--- src/rtl/boot_loader_pkg.sv ---
// boot_loader_pkg: shared FSM state type and default geometry for the boot loader.
package boot_loader_pkg;
  typedef enum logic [2:0] {IDLE, LOAD, FLUSH, DONE, ERROR} state_e;
  localparam int DEF_DATA_WIDTH = 16;
  localparam int DEF_MEM_DEPTH  = 8192;
endpackage

--- src/rtl/boot_word_packer.sv ---
// boot_word_packer: drops one byte into its lane of the word being assembled and
// reports which lanes hold valid bytes, honouring the configured endianness.
module boot_word_packer
  import boot_loader_pkg::*;
#(
  parameter int DATA_WIDTH = DEF_DATA_WIDTH,
  parameter bit BIG_ENDIAN = 1'b1,
  parameter int LW         = $clog2(DATA_WIDTH / 8)
) (
  input  logic [DATA_WIDTH-1:0]   word_i,
  input  logic [LW-1:0]           lane_i,
  input  logic [7:0]              byte_i,
  output logic [DATA_WIDTH-1:0]   word_o,
  output logic [DATA_WIDTH/8-1:0] mask_o
);
  localparam int LANES = DATA_WIDTH / 8;
  for (genvar i = 0; i < LANES; i++) begin : g_lane
    localparam int P = BIG_ENDIAN ? LANES - 1 - i : i;
    assign word_o[8*P +: 8] = (lane_i == LW'(i)) ? byte_i : word_i[8*P +: 8];
    assign mask_o[P]        = lane_i >= LW'(i);
  end
endmodule

--- src/rtl/boot_loader.sv ---
// boot_loader: streams an image byte-by-byte into word memory, then releases the CPU.
// Overflow past MEM_DEPTH bytes aborts the load and keeps the CPU in reset.
module boot_loader
  import boot_loader_pkg::*;
#(
  parameter int DATA_WIDTH = DEF_DATA_WIDTH,
  parameter int MEM_DEPTH  = DEF_MEM_DEPTH,
  parameter int ADDR_WIDTH = $clog2(MEM_DEPTH),
  parameter bit BIG_ENDIAN = 1'b1
) (
  input  logic                    clk,
  input  logic                    rst,
  input  logic                    start,
  input  logic                    s_valid,
  output logic                    s_ready,
  input  logic [7:0]              s_data,
  input  logic                    s_last,
  output logic                    mem_en,
  output logic [DATA_WIDTH/8-1:0] mem_wr_en,
  output logic [ADDR_WIDTH-1:0]   mem_addr,
  output logic [DATA_WIDTH-1:0]   mem_din,
  output logic                    cpu_rst,
  output logic                    done,
  output logic                    error,
  output logic [ADDR_WIDTH:0]     byte_count
);
  localparam int LANES = DATA_WIDTH / 8;
  localparam int LW    = $clog2(LANES);
  state_e                  state_q;
  logic [LW-1:0]           lane_q;
  logic [DATA_WIDTH-1:0]   word_q, word_d;
  logic [LANES-1:0]        mask_d;
  logic [ADDR_WIDTH-1:0]   addr_q;
  logic [ADDR_WIDTH:0]     count_q;
  logic                    mem_en_q;
  logic [LANES-1:0]        mem_wr_en_q;
  logic [ADDR_WIDTH-1:0]   mem_addr_q;
  logic [DATA_WIDTH-1:0]   mem_din_q;
  logic                    full;
  assign full = count_q == (ADDR_WIDTH + 1)'(MEM_DEPTH);
  boot_word_packer #(
    .DATA_WIDTH(DATA_WIDTH),
    .BIG_ENDIAN(BIG_ENDIAN),
    .LW        (LW)
  ) u_packer (
    .word_i(word_q),
    .lane_i(lane_q),
    .byte_i(s_data),
    .word_o(word_d),
    .mask_o(mask_d)
  );
  always_ff @(posedge clk or negedge rst) begin
    if (!rst) begin
      state_q     <= IDLE;
      lane_q      <= '0;
      word_q      <= '0;
      addr_q      <= '0;
      count_q     <= '0;
      mem_en_q    <= 1'b0;
      mem_wr_en_q <= '0;
      mem_addr_q  <= '0;
      mem_din_q   <= '0;
    end else begin
      mem_en_q    <= 1'b0;
      mem_wr_en_q <= '0;
      case (state_q)
        IDLE, DONE, ERROR: if (start) begin
          state_q <= LOAD;
          lane_q  <= '0;
          word_q  <= '0;
          addr_q  <= '0;
          count_q <= '0;
        end
        LOAD: if (s_valid) begin
          if (full) state_q <= ERROR;
          else begin
            count_q <= count_q + (ADDR_WIDTH + 1)'(1);
            // A completed word and the final partial word share one write path;
            // the lane mask already covers exactly the lanes filled so far.
            if (s_last || lane_q == LW'(LANES - 1)) begin
              mem_en_q    <= 1'b1;
              mem_wr_en_q <= mask_d;
              mem_addr_q  <= addr_q;
              mem_din_q   <= word_d;
              word_q      <= '0;
              lane_q      <= '0;
              addr_q      <= addr_q + ADDR_WIDTH'(LANES);
            end else begin
              word_q <= word_d;
              lane_q <= lane_q + LW'(1);
            end
            if (s_last) state_q <= FLUSH;
          end
        end
        FLUSH:   state_q <= DONE;
        default: state_q <= IDLE;
      endcase
    end
  end
  assign s_ready    = state_q == LOAD;
  assign cpu_rst    = state_q != DONE;
  assign done       = state_q == DONE;
  assign error      = state_q == ERROR;
  assign byte_count = count_q;
  assign mem_en     = mem_en_q;
  assign mem_wr_en  = mem_wr_en_q;
  assign mem_addr   = mem_addr_q;
  assign mem_din    = mem_din_q;
endmodule
--- config.mk ---
export PLATFORM = sky130hd
export DESIGN_NAME = boot_loader
export DESIGN_NICKNAME = d
export VERILOG_FILES = /design/src/rtl/boot_loader_pkg.sv /design/src/rtl/boot_word_packer.sv /design/src/rtl/boot_loader.sv
export SDC_FILE = /design/constraint.sdc
export NUM_CORES = 1
export LEC_CHECK = 0
export ABC_AREA = 1
export ABC_CLOCK_PERIOD_IN_PS = 2800
export BUFFER_PORTS_ARGS = -buffer_cell sky130_fd_sc_hd__buf_2
export CAP_MARGIN = 5
export CORE_ASPECT_RATIO = 1.5
export CORE_MARGIN = 1.5
export CORE_UTILIZATION = 61
export DETAILED_ROUTE_END_ITERATION = 10
export PLACE_DENSITY = 0.95
export SKIP_LAST_GASP = 1
export SYNTH_ARGS = -nofsm -noshare
export SYNTH_HDL_FRONTEND = slang
export SYNTH_SLANG_ARGS = --single-unit
--- constraint.sdc ---
create_clock -name clk -period 2.8 [get_ports clk]
set_input_delay 0.84 -clock clk [delete_from_list [all_inputs] [get_ports clk]]
set_output_delay 0.84 -clock clk [all_outputs]
set_load 0.005 [all_outputs]
==> reports/results.txt <==
cell count after synthesis - 520
GRT Total Usage - 0.281
Synth Cell Area - 0.00409 mm2
cts repair resizes - 0
share of flip-flops with an asynchronous set or reset - 1.00
largest net degree at the start of global routing - 54
Cell Int Power - 0.00220 W
Yosys cell types - 35
Clk pwr share - 0.223
Ports - 63
post-layout net count - 588
starting density of the core - 0.631
Worst Path Required - 1.96 ns
min-delay worst type - input pin to asynchronous set/reset pin
die area - 0.00722 mm2
Yosys top cell area share - 0.465
Initial DRT Pass Iterations - 8
Die H - 103 um
Setup Total Neg Slack - 0 ns
Worst-Margin Slew - 0.756 ns
commonest cells in the netlist - nand2_1, dfrtp_1, inv_1, o21ai_0, nor2_1
Post-DRT Antenna Nets - 0
Max Freq - 404 MHz
register area share after synthesis - 0.465
total DRC errors in the routed layout - 0
vias in the first global route - 3500
Synth Flop Type - dfrtp_1
setup bufs post-CTS - 0
clock sinks - 76
CP bufs+invs - 3
FP Rows - 36
CTS clk-pin slew, worst paths - 0.08 ns
area grow syn2layout - 11.4%
Placed Cells - 637
reg2reg path depth - 5
Leakage Power - 2.27 nW
Final Non-Filler Cells - 653
Worst Skew - 0.0101 ns
CORE AREA - 0.00649 mm2
Crit path max-delay family - buffers and inverters
synth warn - 0
global-route wire length before repair - 16.1 mm
CTS Root Cell - clkbuf_8
worst reg2reg endpoint - mem_din[11]
initial antenna violation count - 0
Critical Path Source Type - flop
max_cap viols - 0
sequence of cells on the critical path - inv_2 -> nor2_4 -> nand2_4 -> clkinv_4 -> buf_2
Max Fanout on Critical Path - 23
WL final - 9.36 mm
CP peak stage delay - 0.42 ns
power per cell area - 845 mW/mm2
Worst Path Class, Setup - flop to output pin
CTS tree - done
clock buffer count from CTS - 9
final worst path period share - 0.884
hold_ws - 0.409 ns
Synth Register Bits - 76
CTS max path bufs - 2
layout cells sized above 1 - 0.217
R2R Setup Slk - 0.49 ns
top-count cell post-synth - nand2_1
Comb pwr share - 0.392
peak supply drop - 567 uV
final setup fails - 0
crit end category - output pin
Final Hold Vio Count - 0
fin crit period - 2.48 ns
slowest CP cell - dfrtp_1
iteration-0 DRC count of the detailed router - 408
Vias - 3666
# hold bufs at CTS - 0
outcome - finished clean
WL/cell - 14.3 um
max-slew violation count - 0
DR vias/cell - 5.61
P_sw - 0.00165 W
largest cells by area after synthesis - dfrtp_1, nand2_1, o21ai_0
diode count - 0
clock latency on the worst-skew pair - 0.36 ns
Final GP Congestion - 0.936
Sequential Power Share - 0.386
Synth Net Count - 536
Post-synth EDFFs - 0
sw frac - 0.429
Die Span X - 69.9 um
crit path DAT - 1.64 ns
Synth Area per Inst - 7.87 um2
Slew headroom - 0.494
global route overflow - 0
Worst R2R Start - lane_q
RSZ-0062 raised after global routing - false
htree depth - 3
largest area contributor in the netlist - dfrtp_1
port bufs - 61
Detail Placement HPWL - 6.31 mm
## registers in the layout, summed over array words and instances, names as in the netlist
| signal | count |
|---|---|
| byte_count | 14 |
| mem_wr_en | 1 |
| lane_q | 1 |
| word_q | 16 |
| mem_din | 16 |
| addr_q | 12 |
| mem_addr | 12 |
| mem_en | 1 |
| state_q | 3 |
## area by class of cell
cell class | instances | area, um2
flip-flops and latches | 76 | 1900
multi-input cells | 370 | 1820
fillers | 484 | 1930
inverters | 53 | 211
clock buffers | 10 | 138
clock inverters | 6 | 63.8
repair buffers | 62 | 328
well taps | 76 | 95.1
## worst register-to-register path: cells and delay by family (launching register included)
kind | cells | cell delay, ns
DFF | 1 | 0.72
AOI/OAI and AO/OA | 1 | 0.11
buffers and inverters | 1 | 0.31
and+or+nand+nor | 3 | 1.04
## through the flow
step                      worst slack (ns)  total power, W   util  instance area [um2]
after detailed placement             0.330         0.00300  0.671                 4350
after global placement               0.509         0.00292  0.671                 4350
final                                0.324         0.00385  0.702                 4560
after floorplan                       1.05         0.00275      -                 4090
after CTS                            0.313         0.00385  0.702                 4560
after global routing                 0.197         0.00413  0.702                 4560
## logic make-up (layout without fill, tap and decap cells)
group	after synthesis	after routing	share of synthesized area
AOI/OAI and AO/OA	84	84	0.121
and+or+nand+nor	277	277	0.303
adders and majority gates	3	3	0.00918
other	1	1	0.000917
xor gates and xnor gates	5	5	0.0107
buffers and inverters	74	131	0.0905
DFF	76	76	0.465
## layout by cell type (no fill, tap or decap), drive strengths merged
cell type	instances
nand2	176
o21ai	78
dfrtp	76
buf	62
inv	52
nor2	47
nand3	28
nor3	16
clkbuf	10
nand4	6
xor2	5
clkinv	4
a21oi	3
ha	3
o21bai	2
or2	2
clkinvlp	2
nand3b	1
a31oi	1
nor3b	1
conb	1
bufinv	1
## per-layer routing
layer  wire length, um  global-route usage  part of all wire  up-vias
met3               514              0.0601             0.055       23
met2              4910               0.486              0.52      128
li1                  -                   -                 -     1759
met5                 0                   0                 0        -
met4               192               0.112             0.021        0
met1              3740               0.348              0.40     1756
## worst max path at each step
stage	startpoint	endpoint	slack, ns	cells past startpoint
6_report	state_q[0]	s_ready	0.32	5
3_5_place_dp	s_last	mem_addr[8]	0.33	5
3_3_place_gp	s_last	mem_addr[9]	0.51	7
2_1_floorplan	state_q[1]	s_ready	1.05	4
4_1_cts	state_q[0]	s_ready	0.31	5
5_1_grt	lane_q	mem_addr[8]	0.20	4
## power groups by stage
stage               Sequential (W)  Clock, W  Combinational (W)
floorplan                  0.00146         0            0.00128
global placement           0.00150         0            0.00142
detailed placement         0.00150         0            0.00149
CTS                        0.00148  0.000860            0.00151
global route               0.00151  0.000908            0.00171
finish                     0.00148  0.000857            0.00151
(Power assumes the default switching activity.)
